$ cat src/rtl/data_sram_bridge_pkg.sv
// ---------------------------------------------------------------------------
// data_sram_bridge_pkg
// Shared definitions for the CPU data-side to SRAM-style bus bridge:
//   - bridgeState_t : FSM state encoding (IDLE, REQ, WAIT, DONE)
//   - SIZE_*        : access size codes as presented on sizeM / size
//   - DEFAULT_PHYS_MASK : default virtual-to-physical address mask
//   - helpers for alignment checks and store lane formatting
// ---------------------------------------------------------------------------
package data_sram_bridge_pkg;

    typedef enum logic [1:0] {
        IDLE = 2'd0,
        REQ  = 2'd1,
        WAIT = 2'd2,
        DONE = 2'd3
    } bridgeState_t;

    localparam logic [1:0] SIZE_BYTE = 2'b00;
    localparam logic [1:0] SIZE_HALF = 2'b01;
    localparam logic [1:0] SIZE_WORD = 2'b10;

    localparam logic [31:0] DEFAULT_PHYS_MASK = 32'h1FFF_FFFF;

    // Reserved size 2'b11 falls into the word case everywhere below.
    function automatic logic isMisaligned(input logic [1:0] sz, input logic [1:0] off);
        logic bad;
        case (sz)
            SIZE_BYTE: bad = 1'b0;
            SIZE_HALF: bad = off[0];
            default:   bad = (off != 2'b00);
        endcase
        return bad;
    endfunction

    function automatic logic [3:0] storeStrobe(input logic [1:0] sz, input logic [1:0] off);
        logic [3:0] strb;
        case (sz)
            SIZE_BYTE: strb = 4'b0001 << off;
            SIZE_HALF: strb = 4'b0011 << off;
            default:   strb = 4'b1111;
        endcase
        return strb;
    endfunction

    // Store data is replicated across all lanes so the strobe alone picks the target.
    function automatic logic [31:0] storeData(input logic [1:0] sz, input logic [31:0] wd);
        logic [31:0] d;
        case (sz)
            SIZE_BYTE: d = {4{wd[7:0]}};
            SIZE_HALF: d = {2{wd[15:0]}};
            default:   d = wd;
        endcase
        return d;
    endfunction

endpackage

$ cat src/rtl/data_sram_bridge_mem_load_align.sv
// ---------------------------------------------------------------------------
// mem_load_align
// Combinational load-lane selection and extension.
// Ports:
//   rdata    in  32  raw bus read word
//   offset   in  2   byte offset of the access (addr[1:0])
//   size     in  2   access size code (byte / half / word, 11 = word)
//   isSigned in  1   sign-extend when 1, zero-extend when 0
//   loadData out 32  right-justified, extended load value
// ---------------------------------------------------------------------------
module mem_load_align
    import data_sram_bridge_pkg::*;
(
    input  logic [31:0] rdata,
    input  logic [1:0]  offset,
    input  logic [1:0]  size,
    input  logic        isSigned,
    output logic [31:0] loadData
);

    logic [7:0]  byteLane;
    logic [15:0] halfLane;

    always_comb begin
        byteLane = rdata[7:0];
        case (offset)
            2'd0: byteLane = rdata[7:0];
            2'd1: byteLane = rdata[15:8];
            2'd2: byteLane = rdata[23:16];
            2'd3: byteLane = rdata[31:24];
            default: byteLane = rdata[7:0];
        endcase

        // Halfword accesses are known aligned here, so only offset[1] matters.
        halfLane = offset[1] ? rdata[31:16] : rdata[15:0];

        case (size)
            SIZE_BYTE: loadData = {{24{isSigned & byteLane[7]}}, byteLane};
            SIZE_HALF: loadData = {{16{isSigned & halfLane[15]}}, halfLane};
            default:   loadData = rdata;
        endcase
    end

endmodule

$ cat src/rtl/data_sram_bridge.sv
// ---------------------------------------------------------------------------
// data_sram_bridge
// Bridges the CPU memory stage to a request/acknowledge SRAM-style bus with a
// split address phase (addr_ok) and data phase (data_ok). One access at most
// is in flight; the CPU is stalled until the data phase completes.
// Ports:
//   clk, rst              clock, asynchronous active-high reset
//   memenM, memwriteM     access valid, 1 = store / 0 = load
//   sizeM, signedM        access size code, load sign-extension select
//   aluoutM, writedataM   byte address, right-justified store data
//   readdataM             aligned, extended load result (held after DONE)
//   stallM                holds the CPU pipeline while an access is in flight
//   adelM, adesM          misaligned load / store flags (combinational)
//   req, wr, size         bus request, write flag, transfer size
//   addr, wdata, wstrb    physical address, lane-replicated data, byte strobes
//   addr_ok, data_ok      bus address-phase / data-phase acknowledges
//   rdata                 bus read data
// ---------------------------------------------------------------------------
module data_sram_bridge
    import data_sram_bridge_pkg::*;
#(
    parameter logic [31:0] PHYS_MASK = DEFAULT_PHYS_MASK
) (
    input  logic        clk,
    input  logic        rst,
    input  logic        memenM,
    input  logic        memwriteM,
    input  logic [1:0]  sizeM,
    input  logic        signedM,
    input  logic [31:0] aluoutM,
    input  logic [31:0] writedataM,
    output logic [31:0] readdataM,
    output logic        stallM,
    output logic        adelM,
    output logic        adesM,
    output logic        req,
    output logic        wr,
    output logic [1:0]  size,
    output logic [31:0] addr,
    output logic [31:0] wdata,
    output logic [3:0]  wstrb,
    input  logic        addr_ok,
    input  logic        data_ok,
    input  logic [31:0] rdata
);

    bridgeState_t state;
    bridgeState_t nextState;

    logic        misaligned;
    logic        launch;
    logic        capture;
    logic        ldSigned;
    logic [31:0] loadData;

    assign misaligned = isMisaligned(sizeM, aluoutM[1:0]);

    always_comb begin
        nextState = state;
        stallM    = 1'b0;
        adelM     = 1'b0;
        adesM     = 1'b0;
        req       = 1'b0;
        launch    = 1'b0;
        capture   = 1'b0;

        case (state)
            IDLE: begin
                if (memenM) begin
                    if (misaligned) begin
                        // Exception path: flag it and let the pipeline move on.
                        adelM = ~memwriteM;
                        adesM = memwriteM;
                    end else begin
                        stallM    = 1'b1;
                        launch    = 1'b1;
                        nextState = REQ;
                    end
                end
            end
            REQ: begin
                req    = 1'b1;
                stallM = 1'b1;
                if (addr_ok) begin
                    if (data_ok) begin
                        capture   = 1'b1;
                        nextState = DONE;
                    end else begin
                        nextState = WAIT;
                    end
                end
            end
            WAIT: begin
                stallM = 1'b1;
                if (data_ok) begin
                    capture   = 1'b1;
                    nextState = DONE;
                end
            end
            DONE: begin
                // Single release cycle; data_ok here is stale and ignored.
                nextState = IDLE;
            end
            default: nextState = IDLE;
        endcase

        // Keep CPU-facing strobes quiet while reset is held, even if memenM is up.
        if (rst) begin
            stallM = 1'b0;
            adelM  = 1'b0;
            adesM  = 1'b0;
        end
    end

    // Reset abandons any access in flight; the bus side sees req drop at once.
    always_ff @(posedge clk or posedge rst) begin
        if (rst) begin
            state     <= IDLE;
            wr        <= 1'b0;
            size      <= 2'b00;
            addr      <= 32'h0;
            wdata     <= 32'h0;
            wstrb     <= 4'h0;
            ldSigned  <= 1'b0;
            readdataM <= 32'h0;
        end else begin
            state <= nextState;
            if (launch) begin
                wr       <= memwriteM;
                size     <= sizeM;
                addr     <= aluoutM & PHYS_MASK;
                wdata    <= storeData(sizeM, writedataM);
                wstrb    <= memwriteM ? storeStrobe(sizeM, aluoutM[1:0]) : 4'h0;
                ldSigned <= signedM;
            end
            if (capture) begin
                readdataM <= loadData;
            end
        end
    end

    // Lane select uses the registered request, which is stable until DONE.
    mem_load_align uLoadAlign (
        .rdata    (rdata),
        .offset   (addr[1:0]),
        .size     (size),
        .isSigned (ldSigned),
        .loadData (loadData)
    );

endmodule
$ cat config.mk
export PLATFORM = sky130hd
export DESIGN_NAME = data_sram_bridge
export DESIGN_NICKNAME = d
export VERILOG_FILES = /design/src/rtl/data_sram_bridge_pkg.sv /design/src/rtl/data_sram_bridge_mem_load_align.sv /design/src/rtl/data_sram_bridge.sv
export SDC_FILE = /design/constraint.sdc
export NUM_CORES = 1
export LEC_CHECK = 0
export BUFFER_PORTS_ARGS = -buffer_cell sky130_fd_sc_hd__buf_2
export CAP_MARGIN = 10
export CORE_MARGIN = 2
export CORE_UTILIZATION = 35
export CTS_CLUSTER_DIAMETER = 50
export DETAILED_ROUTE_END_ITERATION = 8
export PLACE_DENSITY = 0.7
export SKIP_CTS_REPAIR_TIMING = 1
export SYNTH_ARGS = -nofsm -noshare
export SYNTH_HDL_FRONTEND = slang
export SYNTH_SLANG_ARGS = --single-unit
$ cat constraint.sdc
create_clock -name clk -period 3.05 [get_ports clk]
set_input_delay 0.4575 -clock clk [delete_from_list [all_inputs] [get_ports clk]]
set_output_delay 0.4575 -clock clk [all_outputs]
set_load 0.02 [all_outputs]
==> results.ini <==
[clock_network]
cts-htree-levels=3
numCtsBuffers=9
clk_latency_ps=360
clk_path_buf_depth=2
cts.sinks=103
cts_tree=yes
root_buffer=clkbuf_16
path_clk_slew_ps=80

[floorplanning]
core_area_mm2=0.01388
rows=43
ios=212
die_h_um=123.0
dieArea_mm2=0.01514
die_w_um=123.0
initial_core_util_pct=35.73

[logic_synthesis]
syn_area_mm2=0.004960
ys_top_cells_by_area=dfrtp_1 (52%), mux2_2 (10%), mux2i_1 (5.2%), o21ai_0 (5.1%), nand2_1 (5.0%)
avgSynthCellArea_um2=10.33
synth-seq-cells=103
synth_seq_area_share_pct=51.97
yosys.area_share.simple_pct=12.89
synth_compound_area_share_pct=12.87
yosysWarnings=0
synth_top_area_share_pct=51.97
synth_top_area_cell=dfrtp_1
syn-instance-count=480
synth-edff-count=0
muxShareOfSynthArea_pct=16.15
ys.flop_type=dfrtp_1
synthArstFlopShare_pct=100.0
ys_types=35
synthXorXnorAreaFrac_pct=0
synthAdderAreaFrac_pct=1.261
synth_top_family_by_area=multiplexers

[placement]
place_congestion=0.7615
dp_hpwl_um=10210
dp_cells=843
portBuffers=205
dp_slack_ps=886.4

[finish]
antenna_cells=0
final_util_pct=46.59
instances_no_fill=858
area_growth_pct=30.40
layout.nets=784
drive_gt1_share_pct=42.18

[global_route]
gr-usage-all-layers_pct=19.02
antenna_found_initial=1
grt_pass1_vias=4265
overflow=0
grt_pass1_wl_um=22050
grt_max_degree=59

[power]
p_sw_share_pct=43.51
p_clk_share_pct=16.9
power_frac_seq_pct=35.7
power.leakage_uw=0.003394
p_int_uw=3768
power_density_mw_per_mm2=1031
power_switching_uw=2902
ir_drop_uv=498.9
power_frac_comb_pct=47.3

[worst_setup_path]
cp-start-kind=flop
end_kind=output port
worstPathArrival_ps=2040
critPathKind=flop to output port
worstPathRequired_ps=2590
crit_fanout=15

[timing]
maxSlewHeadroom_pct=45.00
fin_setup_tns_ps=0
fin_ws_ps=555.3
worst_pin_slew_ps=825.1
fin_worst_skew_ps=10.33
rsz0062_at_grt=no
layout_min_cycle_time_ps=2495
clock.fmax_mhz=400.8
timing.final.crit_share_pct=81.79
slew_violations=0
setup_viol=0
hold_viol=0

[route]
drcViolationCount=0
via_count=4237
dr.pass1.iters=4
via_per_inst=4.938
ant_nets=0
routed_wirelength_um=13980
detail_route.iter0.violations=236
wire_per_inst_um=16.29

[run]
drv_cap=0

[outcome]
status=completed

[worst_hold_path]
hold_path.class=input pin to asynchronous set/reset pin

[cell usage after synthesis (all sizes together) (5+ instances only)]
cell and n:
o21ai 51, nor2 15, a211o 8, a21o 8
and3b 7, dfrtp 103, buf 21, a221oi 8
a21oi 20, mux2i 26, mux2 46, nand2 66
inv 17, ha 5, clkbuf 17, nand3 42
[cell families (layout without fill, tap and decap cells)]
| family | after synthesis | count (layout) |
|---|---|---|
| AO/OA/AOI/OAI | 103 | 103 |
| AND/OR/NAND/NOR | 140 | 140 |
| other | 1 | 3 |
| multiplexers | 73 | 73 |
| flip-flops | 103 | 103 |
| adder cells (fa/ha/maj) | 5 | 5 |
| buffers and inverters | 55 | 251 |
[power by group through the flow]
stage                     Clock [uW]  Combinational [uW]  Sequential [uW]
final                           1130                3160             2380
after global routing            1200                3480             2480
after CTS                       1170                3190             2390
after detailed placement           0                3200             2400
after global placement             0                3150             2380
after floorplan                    0                1370             3100
[layout make-up]
| cell class | instances | area (um2) |
|---|---|---|
| clock buffer | 9 | 225.2 |
| clock inverter | 6 | 52.55 |
| fill | 1358 | 7413 |
| inverter | 17 | 67.56 |
| multi-input combinational | 324 | 2163 |
| sequential | 103 | 2577 |
| tap | 180 | 225.2 |
| timing repair buffer | 219 | 1156 |
[metal layers]
metal	part of all wire (%)	track usage, %	vias to the layer above
met2	47	31.73	186
met3	9.8	5.258	16
li1	-	-	2062
met4	1.6	7.386	2
met5	0.11	0	-
met1	42	23.40	1971
[through the flow]
| stage | hold slack (ps) | cell area, um2 | power [uW] |
|---|---|---|---|
| after global placement | 455.2 | 6190 | 5523 |
| after CTS | 208.8 | 6467 | 6751 |
| after global routing | 232.4 | 6467 | 7157 |
| after floorplan | 552.5 | 4971 | 4469 |
| after detailed placement | 463.0 | 6190 | 5600 |
| final | 188.0 | 6467 | 6669 |
[state kept, by name, summed over array words and instances (netlist names)]
signal / flops
readdataM: 32
wdata: 32
addr: 29
wstrb: 4
size: 2
state: 2
ldSigned: 1
wr: 1
[worst max-delay path, stage by stage (launching register included)]
cell and delay (ps):
dfrtp_1 410, inv_1 140, ha_1 230, nand2_1 130
o21bai_4 300, a211oi_1 260, buf_2 200
[cells in the final DEF, fill, tap and decap left out, types with 2 or more instances in the layout]
| cell type | count |
|---|---|
| buf_2 | 205 |
| dfrtp_1 | 103 |
| nand2_1 | 66 |
| o21ai_0 | 51 |
| mux2_2 | 46 |
| nand3_1 | 42 |
| mux2i_1 | 26 |
| a21oi_1 | 20 |
| inv_1 | 16 |
| nor2_1 | 15 |
| buf_4 | 12 |
| clkbuf_16 | 9 |
| a21o_1 | 8 |
| a211o_1 | 8 |
| a221oi_1 | 8 |
| and3b_1 | 7 |
| ha_1 | 5 |
| clkinvlp_4 | 3 |
| conb_1 | 3 |
| nand2b_1 | 2 |
| nor2b_1 | 2 |
| nor4_1 | 2 |
| inv_6 | 2 |
| buf_12 | 2 |
[final timing paths]
check	start	to	slack, ps	cells after the start
max	state[0]	stallM	560	6
min	rst	wdata[6]	190	2
max reg2reg	state[0]	addr[14]	970	6
min reg2reg	readdataM[10]	readdataM[10]	480	1
max in group asynchronous	rst	readdataM[3]	2140	3
min in group clk	aluoutM[25]	addr[25]	320	2
(Power assumes the default switching activity.)
